### config.mk
export PLATFORM = sky130hd
export DESIGN_NAME = counter_snapshot_serializer_flat
export DESIGN_NICKNAME = d
export VERILOG_FILES = /design/src/rtl/counter_snapshot_serializer_pkg.sv /design/src/rtl/counter_snapshot_serializer_if.sv /design/src/rtl/counter_snapshot_serializer_snap_byte_sel.sv /design/src/rtl/counter_snapshot_serializer.sv /design/src/flat_wrapper.sv
export SDC_FILE = /design/constraint.sdc
export NUM_CORES = 1
export LEC_CHECK = 0
export ABC_AREA = 0
export BUFFER_PORTS_ARGS = -buffer_cell sky130_fd_sc_hd__buf_2
export CELL_PAD_IN_SITES_DETAIL_PLACEMENT = 2
export CELL_PAD_IN_SITES_GLOBAL_PLACEMENT = 2
export CORE_AREA = 4 4 166 168
export CTS_CLUSTER_DIAMETER = 120
export DETAILED_ROUTE_END_ITERATION = 7
export DIE_AREA = 0 0 170 172
export HOLD_SLACK_MARGIN = 0.15
export PLACE_DENSITY_LB_ADDON = 0.1
export SLEW_MARGIN = 0
export SYNTH_ARGS = -nofsm -noshare
export SYNTH_HDL_FRONTEND = slang
export SYNTH_HIERARCHICAL = 1
export SYNTH_SLANG_ARGS = --single-unit
### constraint.sdc
create_clock -name Clk -period 2.7 [get_ports Clk]
set_input_delay 0.27 -clock Clk [delete_from_list [all_inputs] [get_ports Clk]]
set_output_delay 0.27 -clock Clk [all_outputs]
set_load 0.01 [all_outputs]
### src/rtl/counter_snapshot_serializer_pkg.sv
// Shared types and constants for the counter snapshot serializer.
// Frame layout: header, Count0 bytes, Count1 bytes, XOR checksum.
package counter_snapshot_serializer_pkg;

    localparam int         CNT_W_DEF  = 64;
    localparam int         NB_DEF     = CNT_W_DEF / 8;
    localparam logic [7:0] HEADER_DEF = 8'hA5;
    localparam int         FRAME_LEN  = 2 * NB_DEF + 2;

    typedef enum logic [1:0] {
        IDLE,
        HDR,
        DATA,
        SUM
    } state_t;

    function automatic int frame_len(input int cnt_w);
        return 2 * (cnt_w / 8) + 2;
    endfunction

endpackage

### src/rtl/counter_snapshot_serializer_if.sv
// Byte stream valid/ready bundle from the serializer to a byte sink.
// Last flags the checksum byte that ends each frame.
interface counter_snapshot_serializer_if;

    logic [7:0] Data;
    logic       Valid;
    logic       Last;
    logic       Ready;

    modport master (
        output Data,
        output Valid,
        output Last,
        input  Ready
    );

    modport slave (
        input  Data,
        input  Valid,
        input  Last,
        output Ready
    );

endinterface

### src/rtl/counter_snapshot_serializer_snap_byte_sel.sv
// Picks byte k out of the snapshot shadow, little-endian.
// Indices past the last byte return zero.
module snap_byte_sel #(
    parameter int CNT_W = 64,
    parameter int IW    = 5
) (
    input  logic [2*CNT_W-1:0] shadow,
    input  logic [IW-1:0]      idx,
    output logic [7:0]         byte_o
);

    localparam int NB = CNT_W / 8;

    // One-hot compare against every legal byte position
    always_comb begin
        byte_o = 8'h00;
        for (int i = 0; i < 2 * NB; i++) begin
            if (idx == IW'(i)) begin
                byte_o = shadow[8*i +: 8];
            end
        end
    end

endmodule

### src/rtl/counter_snapshot_serializer.sv
// Snapshots two counters and streams them as a checksummed byte frame.
// A Snap arriving with the final accept chains straight into a new frame.
module counter_snapshot_serializer
    import counter_snapshot_serializer_pkg::*;
#(
    parameter int         CNT_W  = CNT_W_DEF,
    parameter logic [7:0] HEADER = HEADER_DEF
) (
    input  logic             Clk,
    input  logic             Reset,
    input  logic             Snap,
    input  logic [CNT_W-1:0] Count0,
    input  logic [CNT_W-1:0] Count1,
    input  logic             ClrOvr,
    output logic             Busy,
    output logic             Overrun,
    counter_snapshot_serializer_if.master bus
);

    localparam int NB = CNT_W / 8;
    localparam int IW = $clog2(2 * NB) + 1;
    localparam logic [IW-1:0] LAST_IDX = IW'(2 * NB - 1);

    state_t             state_q, state_d;
    logic [2*CNT_W-1:0] shadow_q, shadow_d;
    logic [IW-1:0]      idx_q, idx_d;
    logic [7:0]         sum_q, sum_d;
    logic [7:0]         data_q, data_d;
    logic               valid_q, valid_d;
    logic               last_q, last_d;
    logic               busy_q, busy_d;
    logic               ovr_q, ovr_d;

    logic               accept;
    logic               take;
    logic               dropped;
    logic [IW-1:0]      sel_idx;
    logic [7:0]         sel_byte;

    // Look ahead to the byte that will be presented after this accept
    always_comb begin
        sel_idx = (state_q == HDR) ? '0 : idx_q + IW'(1);
    end

    snap_byte_sel #(
        .CNT_W (CNT_W),
        .IW    (IW)
    ) u_sel (
        .shadow (shadow_q),
        .idx    (sel_idx),
        .byte_o (sel_byte)
    );

    // Next-state, datapath and registered-output computation
    always_comb begin
        state_d  = state_q;
        shadow_d = shadow_q;
        idx_d    = idx_q;
        sum_d    = sum_q;
        data_d   = data_q;
        valid_d  = valid_q;
        last_d   = last_q;
        ovr_d    = ovr_q;
        take     = 1'b0;
        accept   = valid_q && bus.Ready;

        unique case (state_q)
            IDLE: begin
                if (Snap) begin
                    take = 1'b1;
                end
            end
            HDR: begin
                if (accept) begin
                    state_d = DATA;
                    idx_d   = '0;
                    data_d  = sel_byte;
                end
            end
            DATA: begin
                if (accept) begin
                    sum_d = sum_q ^ data_q;
                    if (idx_q == LAST_IDX) begin
                        state_d = SUM;
                        data_d  = sum_q ^ data_q;
                        last_d  = 1'b1;
                    end else begin
                        idx_d  = idx_q + IW'(1);
                        data_d = sel_byte;
                    end
                end
            end
            SUM: begin
                if (accept) begin
                    if (Snap) begin
                        take = 1'b1;
                    end else begin
                        state_d = IDLE;
                        valid_d = 1'b0;
                        last_d  = 1'b0;
                        data_d  = 8'h00;
                    end
                end
            end
            default: begin
                state_d = IDLE;
            end
        endcase

        dropped = Snap && (state_q != IDLE) &&
                  !((state_q == SUM) && accept);

        if (take) begin
            shadow_d = {Count1, Count0};
            sum_d    = 8'h00;
            idx_d    = '0;
            state_d  = HDR;
            valid_d  = 1'b1;
            last_d   = 1'b0;
            data_d   = HEADER;
        end

        if (dropped) begin
            ovr_d = 1'b1;
        end else if (ClrOvr) begin
            ovr_d = 1'b0;
        end

        busy_d = (state_d != IDLE);
    end

    // State and output registers with synchronous reset
    always_ff @(posedge Clk) begin
        if (Reset) begin
            state_q  <= IDLE;
            shadow_q <= '0;
            idx_q    <= '0;
            sum_q    <= 8'h00;
            data_q   <= 8'h00;
            valid_q  <= 1'b0;
            last_q   <= 1'b0;
            busy_q   <= 1'b0;
            ovr_q    <= 1'b0;
        end else begin
            state_q  <= state_d;
            shadow_q <= shadow_d;
            idx_q    <= idx_d;
            sum_q    <= sum_d;
            data_q   <= data_d;
            valid_q  <= valid_d;
            last_q   <= last_d;
            busy_q   <= busy_d;
            ovr_q    <= ovr_d;
        end
    end

    assign bus.Data  = data_q;
    assign bus.Valid = valid_q;
    assign bus.Last  = last_q;
    assign Busy      = busy_q;
    assign Overrun   = ovr_q;

endmodule

### src/flat_wrapper.sv
// flat-port wrapper written by rule: the top's interface ports become plain ports
module counter_snapshot_serializer_flat import counter_snapshot_serializer_pkg::*;
#(
    parameter int         CNT_W  = CNT_W_DEF,
    parameter logic [7:0] HEADER = HEADER_DEF
)
  (Clk, Reset, Snap, Count0, Count1, ClrOvr, Busy, Overrun, bus_Data, bus_Valid, bus_Last, bus_Ready);
  counter_snapshot_serializer_if bus_i ();
  input  logic Clk;
  input  logic Reset;
  input  logic Snap;
  input  logic [CNT_W-1:0] Count0;
  input  logic [CNT_W-1:0] Count1;
  input  logic ClrOvr;
  output logic Busy;
  output logic Overrun;
  output wire logic [$bits(bus_i.Data)-1:0] bus_Data;
  output wire logic [$bits(bus_i.Valid)-1:0] bus_Valid;
  output wire logic [$bits(bus_i.Last)-1:0] bus_Last;
  input wire logic [$bits(bus_i.Ready)-1:0] bus_Ready;
  assign bus_Data = bus_i.Data;
  assign bus_Valid = bus_i.Valid;
  assign bus_Last = bus_i.Last;
  assign bus_i.Ready = bus_Ready;
  counter_snapshot_serializer #(.CNT_W(CNT_W), .HEADER(HEADER)) u_core (.Clk(Clk), .Reset(Reset), .Snap(Snap), .Count0(Count0), .Count1(Count1), .ClrOvr(ClrOvr), .Busy(Busy), .Overrun(Overrun), .bus(bus_i));
endmodule
[Word level (Yosys, flattened, before mapping)]
Index checks and enable logic that the tools add are counted.
Storage, ports and cells
  register bits after elaboration: 155
  bits of input ports: 133
  output and inout port bits: 12
  logic and storage cells: 112
Cells by class
  $add $sub $neg: 1
  eq/ne operators: 30
  muxes and demuxes: 47
  bitwise logic cells: 1
  reductions and logical operators: 23
Operators by type and width (number)
  two-way mux 8 bit: 22
  equality test 5 x 4 -> 1 bit (second input constant): 9
  case mux 8 bit (3 select lines): 1
  equality test 5 x 3 -> 1 bit (second input constant): 4
  two-way mux 5 bit: 4
  AND reduction 5 bit: 3
  nonzero test 2 bit: 7
  two-way mux 2 bit: 6
  equality test 5 x 2 -> 1 bit (second input constant): 2
  two-way mux 1 bit: 10
  != test 2 x 1 -> 1 bit (second input constant): 5
  case mux 5 bit (2 select lines): 1
  != test 3 x 1 -> 1 bit (second input constant): 3
  XOR 8 bit: 1
  case mux 2 bit (3 select lines): 1
  adder 5 x 1 -> 5 bit (second input constant): 1
  equality test 5 x 1 -> 1 bit (second input constant): 1
  zero test 5 bit: 1
  equality test 2 bit (second input constant): 2
  logical AND 1 bit: 4
  != test 2 bit (second input constant): 2
  case mux 1 bit (2 select lines): 2
  AND reduction 4 bit: 1
  nonzero test 4 bit: 1
  other kinds (8): 8

[Logic depth before layout (Yosys ltp)]
  word-level depth: 23
  mapped depth: 15
  depth with buffers taken out: 12

[Modules after synthesis]
The synthesis kept the hierarchy.
Modules (own cells, without submodules)
  counter_snapshot_serializer: times used 1, cells an instance 728, area each 5893.2 µm², sequential area each 3103.0 µm²
  snap_byte_sel: times used 1, cells an instance 221, area each 1541.5 µm², sequential area each 0.0 µm²

[Least setup slack after synthesis]
OpenSTA, ideal clock, no wires.
  kind: reg2reg
  from: reg u_core.idx_q[0]
  to: reg u_core.data_q[0], in the netlist u_core/bus.Data[0]
  library setup time: 132 ps
  data arrival time: 2577 ps
  required time: 2568 ps
  setup slack: -9 ps
  cell stages (with the launch flop): 14
  buffers on the path: 1
  period minus slack after synthesis: 2709 ps
  cell sequence: dfxtp_1 > ha_1 > and3_1 > ha_1 > nor2_1 > buf_2 > nor3b_4 > nand3_1 > o21ai_1 > a21oi_1 > or3_1 > o2bb2ai_1 > mux2i_1 > a21oi_1
Between the ends
  cells in the longest elaborated chain, start to end: 23
  elaborated cells on any way between the ends: 40
  those cells by class: add/sub: 1; eq/ne: 16; mux: 22; reduce/logical: 1
Ends and longest elaborated chain
  start: declaration: RTL line counter_snapshot_serializer.sv:26  | logic [IW-1:0] idx_q, idx_d;
  start signal: assignment: RTL line counter_snapshot_serializer.sv:147  | idx_q <= idx_d;
  adder 5 x 1 -> 5 bit (*): RTL line counter_snapshot_serializer.sv:42  | sel_idx = (state_q == HDR) ? '0 : idx_q + IW'(1);
  two-way mux 5 bit (*): RTL line counter_snapshot_serializer.sv:42
  net u_core.sel_idx[4]: RTL line counter_snapshot_serializer.sv:37  | logic [IW-1:0] sel_idx;
  zero test 5 bit: RTL line counter_snapshot_serializer_snap_byte_sel.sv:18  | if (idx == IW'(i)) begin
  two-way mux 8 bit (15 in a row): RTL line counter_snapshot_serializer_snap_byte_sel.sv:18
  two-way mux 8 bit (*): RTL line counter_snapshot_serializer_snap_byte_sel.sv:18
  net u_core.sel_byte[0]: RTL line counter_snapshot_serializer.sv:38  | logic [7:0] sel_byte;
  two-way mux 8 bit: RTL line counter_snapshot_serializer.sv:83  | if (idx_q == LAST_IDX) begin
  two-way mux 8 bit: RTL line counter_snapshot_serializer.sv:81  | if (accept) begin
  case mux 8 bit (3 select lines) (*): RTL line counter_snapshot_serializer.sv:67  | unique case (state_q)
  two-way mux 8 bit (*): RTL line counter_snapshot_serializer.sv:113  | if (take) begin
  end signal: assignment: RTL line counter_snapshot_serializer.sv:149  | data_q <= data_d;
  end: declaration: RTL line counter_snapshot_serializer.sv:28  | logic [7:0] data_q, data_d;
The timed path passes the listed nets; every way through them passes the cells marked *. The select of a mux whose other input is x is not followed.
A chain may end at the register's enable or synchronous reset.

[Worst setup path in the final report]
  from: reg u_core.idx_q[1]
  to: reg u_core.data_q[4], in the netlist u_core/bus.Data[4]
Between the ends
  cells in the longest elaborated chain, start to end: 22
  elaborated cells on any way between the ends: 39
  those cells by class: add/sub: 1; eq/ne: 16; mux: 21; reduce/logical: 1
Ends and longest elaborated chain (RTL line)
  adder 5 x 1 -> 5 bit (*): counter_snapshot_serializer.sv:42
  two-way mux 5 bit (*): counter_snapshot_serializer.sv:42
  net u_core.sel_idx[2]: counter_snapshot_serializer.sv:37
  zero test 5 bit: counter_snapshot_serializer_snap_byte_sel.sv:18
  two-way mux 8 bit (15 in a row): counter_snapshot_serializer_snap_byte_sel.sv:18
  two-way mux 8 bit (*): counter_snapshot_serializer_snap_byte_sel.sv:18
  net u_core.sel_byte[4]: counter_snapshot_serializer.sv:38
  two-way mux 8 bit: counter_snapshot_serializer.sv:83
  two-way mux 8 bit: counter_snapshot_serializer.sv:81
  case mux 8 bit (3 select lines) (*): counter_snapshot_serializer.sv:67
Marks and branches as above.

==> impl_metrics.sql <==
INSERT INTO impl_metrics (metric_group, metric, value, unit) VALUES
('cts', 'clock_tree_from_tritoncts', 'done', ''),
('routing', 'drtIter0Drc', '317', ''),
('placed_design', 'detailed_place_hpwl', '20600', 'µm'),
('floorplan', 'die_height', '172', 'µm'),
('cts', 'clk_latency', '0.43', 'ns'),
('power', 'cellPowerDensity', '550', 'mW/mm²'),
('placed_design', 'placement.setup.worst_slack', '-0.458', 'ns'),
('routing', 'route.detailed.wl_per_inst', '19.8', 'µm'),
('timing', 'final_max_slew_viol_count', '0', ''),
('logic_synthesis', 'yosysSeqAreaShare', '41.7', '%'),
('timing', 'report.final.hold_viol_count', '0', ''),
('critical_path', 'worstSetupStartpoint', 'u_core/idx_q[1]$_SDFFE_PP0P_', ''),
('placed_design', 'io_buffers', '144', ''),
('global_route', 'grt_pass1_wl', '49300', 'µm'),
('logic_synthesis', 'yosysTopAreaCell', 'dfxtp_1', ''),
('global_route', 'global_route.overflow_total', '0', ''),
('cells_and_area', 'nets', '1412', ''),
('cts', 'clock_tree.root_cell', 'clkbuf_16', ''),
('cells_and_area', 'drive_gt1_share', '27.5', '%'),
('timing', 'final_tns_setup', '-0.456', 'ns'),
('flow_run', 'max_cap_viols', '0', ''),
('logic_synthesis', 'synthesis.area_per_instance', '7.83', 'µm²'),
('cts', 'clock_path_buffers', '2', ''),
('critical_path', 'crit_required', '3.05', 'ns'),
('power', 'totalPowerFinal', '6340', 'µW'),
('critical_path', 'worstPathMaxFanout', '6', ''),
('hold_path', 'min-delay-path-class', 'in2reg', ''),
('cts', 'numClockSinks', '155', ''),
('power', 'leakage', '0.00454', 'µW'),
('logic_synthesis', 'post_synth_main_area_contributors', 'dfxtp_1, nand2_1, a21oi_1', ''),
('power', 'peakVddDrop', '397', 'µV'),
('timing', 'post-route-period-util', '106', '%'),
('logic_synthesis', 'netlist-cell-type-count', '75', ''),
('cells_and_area', 'antenna_cells', '0', ''),
('critical_path', 'timing.setup.critical_path_class', 'reg2reg', ''),
('routing', 'routed_wirelength', '32100', 'µm'),
('timing', 'timing.max_slew.rel_slack', '59.6', '%'),
('global_route', 'first_global_vias', '8724', ''),
('cts', 'tritoncts.num_buffers', '17', ''),
('critical_path', 'r2r.worst_path.cells', '13', ''),
('floorplan', 'coreArea', '0.0259', 'mm²'),
('critical_path', 'reg2reg_from', 'u_core/idx_q[1]$_SDFFE_PP0P_', ''),
('logic_synthesis', 'syn_area', '0.00743', 'mm²'),
('critical_path', 'timing.critical_path.to_type', 'flip-flop', ''),
('cts', 'h-tree-depth', '4', ''),
('hold_path', 'hp_start', 'Snap', ''),
('floorplan', 'dieWidth', '170', 'µm'),
('cells_and_area', 'fillcell_total', '2903', ''),
('global_route', 'gr-usage-all-layers', '21.6', '%'),
('logic_synthesis', 'synthesis.instances', '949', ''),
('global_route', 'grt_max_degree', '75', ''),
('routing', 'avgViaCountPerCell', '4.93', ''),
('timing', 'grt_setup_unrepaired', 'true', ''),
('timing', 'clock_skew', '0.0135', 'ns'),
('logic_synthesis', 'ys_warn_count', '6', ''),
('logic_synthesis', 'synth_largest_type_area_fraction', '41.7', '%'),
('floorplan', 'start_util', '28.7', '%'),
('logic_synthesis', 'synth_edf_count', '0', ''),
('logic_synthesis', 'synthesis.nets', '1089', ''),
('timing', 'worst-slew-pin-transition', '0.605', 'ns'),
('routing', 'route.detailed.drc', '0', ''),
('logic_synthesis', 'dominantRegCellSynth', 'dfxtp_1', ''),
('floorplan', 'placement_rows', '59', ''),
('cells_and_area', 'syn_to_final_growth', '54.8', '%'),
('global_route', 'grt_antenna_before_repair', '0', ''),
('floorplan', 'pin_count', '145', ''),
('timing', 'postLayoutSetupSlackWorst', '-0.166', 'ns'),
('cells_and_area', 'layout.cells.non_filler', '1620', ''),
('routing', 'vias', '7990', ''),
('timing', 'max_clock_freq', '349', 'MHz'),
('routing', 'drt_pass1_iterations', '6', ''),
('critical_path', 'worst_setup_path_start_kind', 'flip-flop', ''),
('run_status', 'status', 'finished, violations left', ''),
('timing', 'fin_crit', '2.87', 'ns'),
('logic_synthesis', 'synth_async_sr_flop_share', '0', '%'),
('placed_design', 'dpl.cell_count', '1430', ''),
('cts', 'cts.reportedPaths.clkPinSlew', '0.07', 'ns'),
('hold_path', 'min_delay_path_depth', '3', ''),
('logic_synthesis', 'ys_seq_elements', '155', ''),
('timing', 'setup_violations', '4', ''),
('critical_path', 'worst-endpoint-arrival', '3.22', 'ns'),
('run_status', 'violations', 'setup timing', ''),
('floorplan', 'floorplan.die_area', '0.0292', 'mm²'),
('routing', 'ant_nets', '0', ''),
('placed_design', 'gp_congestion', '0.823', '');
final cells by class:
cell class	count	area, µm²	share of cell area, %
multi-input cells	710	4250	36.9
flip-flops and latches	155	3110	27.0
repair buffers	379	3100	27.0
clock buffers	19	443	3.85
well taps	335	419	3.64
clock inverters	13	154	1.34
inverters	9	33.8	0.294
registers in the layout, summed over array words and instances (netlist names):
name / flops
u_core/bus.Last: 1
u_core/Busy: 1
u_core/sum_q: 8
u_core/Overrun: 1
u_core/idx_q: 5
u_core/shadow_q: 128
u_core/state_q: 2
u_core/bus.Data: 8
u_core/bus.Valid: 1
cell usage in the layout (no fill, tap or decap), types with 10 or more instances in the layout:
master / n
buf_2: 143
dfxtp_1: 152
nand3_1: 11
buf_12: 16
dlygate4sd3_1: 129
mux2i_1: 20
a21oi_1: 150
buf_4: 74
nand2b_1: 11
nand2_1: 284
nor2_1: 30
buf_6: 14
nor2b_1: 10
clkbuf_16: 17
o21ai_0: 11
cells in the mapped netlist, drive strengths merged (4+ instances only):
library cell	instances
nand2	286
dfxtp	155
a21oi	152
buf	51
nor2	37
clkbuf	24
mux2i	20
o21ai	17
nand3	16
nand2b	12
nor2b	12
a221oi	9
xnor2	9
xor2	9
inv	8
o2bb2ai	8
a211oi	7
a31oi	7
ha	7
o211ai	7
a32oi	6
mux2	6
o21a	6
or3	5
a21o	4
a222oi	4
a22oi	4
and3	4
timing repair:
| item | CTS | global route |
|---|---|---|
| setup buffers | 25 | 4 |
| hold buffers | 127 | 2 |
| endpoints found under the hold margin | 127 | 2 |
| cloned | 3 | 0 |
| pin swaps | 34 | 20 |
| resized for setup | 57 | 40 |
| endpoints found under the setup margin | 8 | 8 |
kinds of logic (layout without fill, tap and decap cells):
logic type               after synthesis  after routing  synth area share [%]
XOR/XNOR                              18             18                  2.12
multiplexers                          26             26                  3.60
buffers and inverters                 84            420                  6.26
flip-flops                           155            155                  41.7
AO/OA/AOI/OAI                        255            255                  21.4
adder cells (fa/ha/maj)                7              7                  1.18
AND/OR/NAND/NOR                      404            404                  23.7
per-layer routing:
metal / share of wire, % / track usage (%) / vias up
met4: 1.5 / 4.79 / 0
li1: - / - / 3905
met1: 44 / 27.3 / 3919
met3: 3.1 / 3.34 / 28
met5: 0 / 0 / -
met2: 51 / 39.1 / 138
worst paths after layout:
kind	end	slack, ns
worst min-delay path	u_core/Overrun$_SDFFE_PP0P_	0.18
worst min register to register	u_core/shadow_q[43]$_SDFFE_PP0P_	0.46
worst max-delay path	u_core/bus.Data[4]$_SDFFE_PP0P_	-0.17
worst max register to register	u_core/bus.Data[4]$_SDFFE_PP0P_	-0.17
report_power, final:
part | switching [µW] | leakage (µW) | internal, µW
Sequential | 145 | 0.00127 | 2460
Combinational | 650 | 0.00298 | 586
Clock | 1080 | 0.000286 | 1410
per-stage QoR:
| step | util [%] | hold WS [ns] | cell area (µm²) |
|---|---|---|---|
| 6_report | 44.4 | 0.178 | 11500 |
| 5_1_grt | 44.4 | 0.196 | 11500 |
| 4_1_cts | 43.7 | 0.157 | 11300 |
| 3_5_place_dp | 34.4 | 0.449 | 8910 |
| 3_3_place_gp | 34.4 | 0.441 | 8910 |
| 2_1_floorplan | - | 0.406 | 7430 |
worst max-delay path, stage by stage, from the launching register on:
cell and delay [ns]:
dfxtp_4 0.36, ha_4 0.16, buf_6 0.12, xnor2_4 0.17
nor2_4 0.08, buf_12 0.14, buf_4 0.16, nor2b_1 0.21
o221ai_2 0.17, a32o_2 0.30, a211o_1 0.31, a22oi_2 0.30
a21oi_2 0.10, a211oi_2 0.19
Power figures use the tool's default switching activity.
